[src/rtl/shift_arbiter.sv]
// Two-requester front end for a shared combinational barrel shifter. It grants one request,
// registers the shifter result and returns it tagged with the owner. Optional: SHIFT_ARB_BYPASS_EN.
module shift_arbiter #(
   parameter bit FIXED_PRIO = 1'b0
) (
   input  logic        clk,
   input  logic        reset,
   input  logic        req0_valid,
   output logic        req0_ready,
   input  logic [31:0] req0_a,
   input  logic [2:0]  req0_opcode,
   input  logic        req0_carry,
   input  logic [4:0]  req0_shift,
   input  logic        req1_valid,
   output logic        req1_ready,
   input  logic [31:0] req1_a,
   input  logic [2:0]  req1_opcode,
   input  logic        req1_carry,
   input  logic [4:0]  req1_shift,
   output logic [31:0] sh_a,
   output logic [2:0]  sh_opcode,
   output logic        sh_carry_in,
   output logic [4:0]  sh_shift,
   input  logic [31:0] sh_a_out,
   input  logic        sh_carry_out,
   output logic        resp_valid,
   input  logic        resp_ready,
   output logic        resp_id,
   output logic [31:0] resp_result,
   output logic        resp_carry
);

   typedef enum logic {IDLE, HOLD} state_t;

   state_t      state_q, state_d;
   logic        prio_q, prio_d;
   logic        resp_valid_q, resp_valid_d;
   logic        resp_id_q, resp_id_d;
   logic [31:0] resp_result_q, resp_result_d;
   logic        resp_carry_q, resp_carry_d;

   logic        can_accept;
   logic        grant_any;
   logic        grant_id;

   // Grant selection and shifter input steering
   always_comb begin
`ifdef SHIFT_ARB_BYPASS_EN
      // A retiring response frees the output register in the same cycle.
      can_accept = (state_q == IDLE) || resp_ready;
`else
      can_accept = (state_q == IDLE);
`endif
      grant_any = can_accept && (req0_valid || req1_valid) && !reset;
      if (req0_valid && req1_valid) grant_id = FIXED_PRIO ? 1'b0 : prio_q;
      else                          grant_id = req1_valid;

      req0_ready = grant_any && !grant_id;
      req1_ready = grant_any && grant_id;

      sh_a        = grant_id ? req1_a      : req0_a;
      sh_opcode   = grant_id ? req1_opcode : req0_opcode;
      sh_carry_in = grant_id ? req1_carry  : req0_carry;
      sh_shift    = grant_id ? req1_shift  : req0_shift;
   end

   always_comb begin
      state_d       = state_q;
      prio_d        = prio_q;
      resp_valid_d  = resp_valid_q;
      resp_id_d     = resp_id_q;
      resp_result_d = resp_result_q;
      resp_carry_d  = resp_carry_q;

      if (state_q == HOLD && resp_ready) begin
         state_d      = IDLE;
         resp_valid_d = 1'b0;
      end
      // A grant (from IDLE, or from HOLD when bypass retires the old response) overrides the retire.
      if (grant_any) begin
         state_d       = HOLD;
         resp_valid_d  = 1'b1;
         resp_id_d     = grant_id;
         resp_result_d = sh_a_out;
         resp_carry_d  = sh_carry_out;
         if (!FIXED_PRIO) prio_d = ~grant_id;
      end
   end

   always_ff @(posedge clk or posedge reset) begin
      if (reset) begin
         state_q       <= IDLE;
         prio_q        <= 1'b0;
         resp_valid_q  <= 1'b0;
         resp_id_q     <= 1'b0;
         resp_result_q <= 32'h0;
         resp_carry_q  <= 1'b0;
      end else begin
         state_q       <= state_d;
         prio_q        <= prio_d;
         resp_valid_q  <= resp_valid_d;
         resp_id_q     <= resp_id_d;
         resp_result_q <= resp_result_d;
         resp_carry_q  <= resp_carry_d;
      end
   end

   assign resp_valid  = resp_valid_q;
   assign resp_id     = resp_id_q;
   assign resp_result = resp_result_q;
   assign resp_carry  = resp_carry_q;

endmodule

[config.mk]
export PLATFORM = sky130hd
export DESIGN_NAME = shift_arbiter
export DESIGN_NICKNAME = d
export VERILOG_FILES = /design/src/rtl/shift_arbiter.sv
export SDC_FILE = /design/constraint.sdc
export NUM_CORES = 1
export LEC_CHECK = 0
export BUFFER_PORTS_ARGS = -buffer_cell sky130_fd_sc_hd__buf_4
export CAP_MARGIN = 25
export CORE_MARGIN = 2
export CORE_UTILIZATION = 40
export DETAILED_ROUTE_END_ITERATION = 10
export PLACE_DENSITY = 0.95
export SETUP_SLACK_MARGIN = 0.15
export SYNTH_ARGS = -nofsm -noshare
export SYNTH_HDL_FRONTEND = slang
export SYNTH_SLANG_ARGS = --single-unit
[constraint.sdc]
create_clock -name clk -period 3.25 [get_ports clk]
set_input_delay 0 -clock clk [delete_from_list [all_inputs] [get_ports clk]]
set_output_delay 0 -clock clk [all_outputs]
set_load 0.01 [all_outputs]
; Yosys cells after proc, flatten, opt, wreduce, memory -nomap -nowiden
; Cells that the tools add are included.
[word_totals]
register_bits = 36
latchBits = 0
mem_bits_rw = 0
romBits = 0
input_bits = 120
output_inout_bits = 78
wordCells = 24
n_memories = 0
[classes]
add_sub_neg = 0
mul = 0
div = 0
magnitude_cmp = 0
eq_ne = 0
shifts = 0
mux = 7
bitwise = 2
n_reduce_logical = 10
[op_table]
columns = op, count
row1 = two-way mux 32 bit, 1
row2 = logical AND 1 bit, 6
row3 = two-way mux 5 bit, 1
row4 = two-way mux 1 bit, 4
row5 = two-way mux 3 bit, 1
row6 = zero test 1 bit, 2
row7 = inverter 1 bit, 2
row8 = nonzero test 2 bit, 1
row9 = logical OR 1 bit, 1

; Logic depth before layout (Yosys ltp)
[depth]
ltp_word = 4
mapped_depth = 5

; Worst setup path after synthesis
; Ideal clock, no wire load.
[synth_path]
path_type = flip-flop to flip-flop
startpoint = register, netlist name resp_valid
endpoint = register resp_carry_q (netlist: resp_carry)
setup_ns = 0.125
arrival_ns = 1.290
path_slack_ns = 1.835
path_stages_with_launch = 6
path_buffers = 2
synth_period_minus_slack_ns = 1.415
path_cell_list = dfrtp_1 -> nor2_4 -> o21a_1 -> buf_6 -> buf_12 -> mux2_4
[synth_rtl]
columns = item, line_no
row1 = end signal: assignment, 104  ; resp_carry_q <= resp_carry_d;
row2 = end: declaration, 40  ; logic resp_carry_q, resp_carry_d;

; Worst setup path after layout
[layout_path]
startpoint = register prio_q
endpoint = output port sh_a[7]
[layout_between]
elab_chain_cells = 2
[layout_rtl]
columns = item, line_no
row1 = start: declaration, 36  ; logic prio_q, prio_d;
row2 = start signal: assignment, 100  ; prio_q <= prio_d;
row3 = two-way mux 1 bit, 55  ; if (req0_valid && req1_valid) grant_id = FIXED_PRIO ? 1'b0 : prio_q;
row4 = two-way mux 32 bit, 61  ; sh_a = grant_id ? req1_a : req0_a;
row5 = end: declaration, 20  ; output logic [31:0] sh_a,
; No other way between the ends.

==> qor.yml <==
setup_viol: 0
crit_path_frequent_cell: "buf_4"
wl_per_cell_microns: 19.5
critical_path_depth: 4
whs_ns: 0.00758
htreeDepth: 2
finalMaxSlewViolations: 0
period_share_pct: 67.9
clk_pin_slew_ns: 0.07
ys_warn_count: 0
rsz0062_at_grt: "false"
diodes: 0
initial_core_util_pct: 41.0
arrival_ns: 2.21
p_leak_uw: 0.00207
crit_end: "sh_a[7]"
sw_frac_of_total_pct: 30.1
drt-pass1-iter-count: 4
syn_to_final_growth_pct: 93.4
dieArea_sq_mm: 0.00579
synthesis.area_sq_mm: 0.00208
fin_crit_ns: 2.21
outcome: "finished, final reports clean"
clock_latency_ns: 0.29
core_sq_mm: 0.00507
cp_max_fo: 28
numCtsBuffers: 5
cpLargestDelayFamily: "buffers and inverters"
combPwrFrac_pct: 45.3
antenna_found_initial: 0
antenna_left: 0
r2r_slack_ns: 1.18
end_kind: "primary output"
crit_start: "prio_q"
min-delay-path-class: "in -> reg"
dp_hpwl_microns: 5950
die_height_microns: 76.1
cts_tree: "yes"
seq_power_share_pct: 33.9
row_count: 26
r2r-start: "resp_valid"
route.vias.total: 2061
cts_setup_buffers: 0
fin_skew_ns: 0.0133
cp_cell_sequence: "o21ai_4 > buf_4 > mux2_2 > buf_4"
tns_ns: 0
post-route-util_pct: 79.3
grt_max_degree: 31
slowest_delay_ns: 0.51
grt_util_all_layers_pct: 29.0
critPathBufInv: 2
clock_path_buffers: 2
reg2regPathDepth: 4
drt_iter0_drc: 49
start_kind: "flip-flop"
path_class: "reg -> out"
p_clk_share_pct: 20.8
netlist_instances: 132
max_freq_mhz: 453
cts-root-buf: "clkbuf_8"
gp_routability_congestion: 0.855
critPathRequiredTime_ns: 3.25
vias_per_cell: 4.71
tightestPinTransition_ns: 0.958
cts.repair.resized: 0
grt_overflow: 0
wl_microns: 8560
p_switching_uw: 572
r2r_end: "resp_result[18]"
hold_viol: 0
synth_fp_nets: 252
ios: 198
port_buffers: 197
layout-drive-gt1-share_pct: 77.7
crit_path_top_delay_cell: "o21ai_4"
powerDensity_mw_per_mm2: 472
fin_nets: 487
grt_pass1_vias: 2282
power.total_uw: 1900
relSlewSlack_pct: 36.2
avgSynthCellArea_sq_um: 15.8
hold_buffers: 35
route.detailed.drc: 0
ir_drop_mv: 0.445
cts.sinks: 36
yosysSeqAreaShare_pct: 43.3
synth-seq-cells: 36
synth.distinct_cells: 15
die_w_microns: 76.1
grt_pass1_wl_microns: 12800
internal_power_uw: 1330
maxCapViolations: 0
## cell usage after synthesis
cell type / n / area share (%)
inv_1: 4 / 0.72
buf_6: 5 / 2.7
nand2_1: 1 / 0.18
dfrtp_1: 36 / 43
nor2_1: 1 / 0.18
mux2_4: 37 / 27
a21oi_1: 2 / 0.48
nor2_4: 1 / 0.54
buf_12: 3 / 2.9
a21o_1: 1 / 0.36
mux2_2: 37 / 20
o21ai_4: 1 / 0.78
o21a_1: 1 / 0.36
o2bb2ai_1: 1 / 0.42
a31oi_1: 1 / 0.30
## routing by layer
metal | part of all wire (%) | routed length, microns | track usage [%]
met1 | 36 | 3040 | 31.1
met3 | 6.4 | 544 | 6.75
met2 | 57 | 4850 | 56.8
met4 | 1.4 | 121 | 7.64
met5 | 0 | 0 | 0
## tightest hold or removal path, stage by stage
cell	delay [ns]
buf_4	0.11
inv_1	0.04
a21o_1	0.10
## per-stage QoR
| step | std cells | setup WS (ns) | area (sq um) |
|---|---|---|---|
| CTS | 438 | 1.03 | 4020 |
| finish | 438 | 1.04 | 4020 |
| floorplan | 132 | 1.84 | 2080 |
| global route | 438 | 0.933 | 4020 |
| detailed placement | 395 | 1.19 | 3560 |
| global placement | 395 | 1.26 | 3560 |
## final cells by class
type,instances,area (sq um)
Inverter,4,15.0
Clock inverter,3,42.5
Timing Repair Buffer,236,1860
Fill cell,294,1050
Sequential cell,36,901
Clock buffer,5,68.8
Multi-Input combinational cell,84,1050
Tap cell,70,87.6
## power by group through the flow
stage | Sequential (uW) | Clock [uW] | Combinational, uW
finish | 644 | 394 | 860
global route | 654 | 411 | 902
global placement | 635 | 0 | 791
floorplan | 677 | 0 | 368
CTS | 636 | 391 | 849
detailed placement | 639 | 0 | 815
## state kept, by name, summed over array words and instances (netlist names)
signal,count
resp_result,32
prio_q,1
resp_carry,1
resp_valid,1
resp_id,1
## kinds of logic (layout without fill, tap and decap cells)
logic type | after synthesis | in the layout | synth area share (%)
buf+inv | 12 | 248 | 6.32
compound gates | 7 | 7 | 2.71
flops | 36 | 36 | 43.3
mux | 74 | 74 | 46.8
simple gates | 3 | 3 | 0.902
## how the worst min path moves through the flow
stage,endpoint,depth (start not counted),start,slack [ns]
floorplan,req0_ready,1,req1_valid,0.08
global placement,prio_q,2,reset,0.12
detailed placement,prio_q,2,reset,0.14
CTS,resp_valid,3,resp_ready,0.004
global route,resp_valid,3,resp_ready,0.02
finish,resp_valid,3,resp_ready,0.008
## cell usage in the layout (no fill, tap or decap)
| cell | count |
|---|---|
| o2bb2ai_1 | 1 |
| nand2_1 | 1 |
| nor2_1 | 1 |
| buf_4 | 201 |
| o21ai_4 | 1 |
| a31oi_1 | 1 |
| o21a_2 | 1 |
| bufinv_16 | 1 |
| dlygate4sd3_1 | 35 |
| a21o_1 | 1 |
| mux2_4 | 37 |
| mux2_2 | 37 |
| clkbuf_8 | 5 |
| inv_1 | 4 |
| clkinvlp_4 | 1 |
| a21oi_1 | 2 |
| dfrtp_1 | 36 |
| clkinv_2 | 1 |
| nor2_4 | 1 |
(Power assumes the default switching activity.)
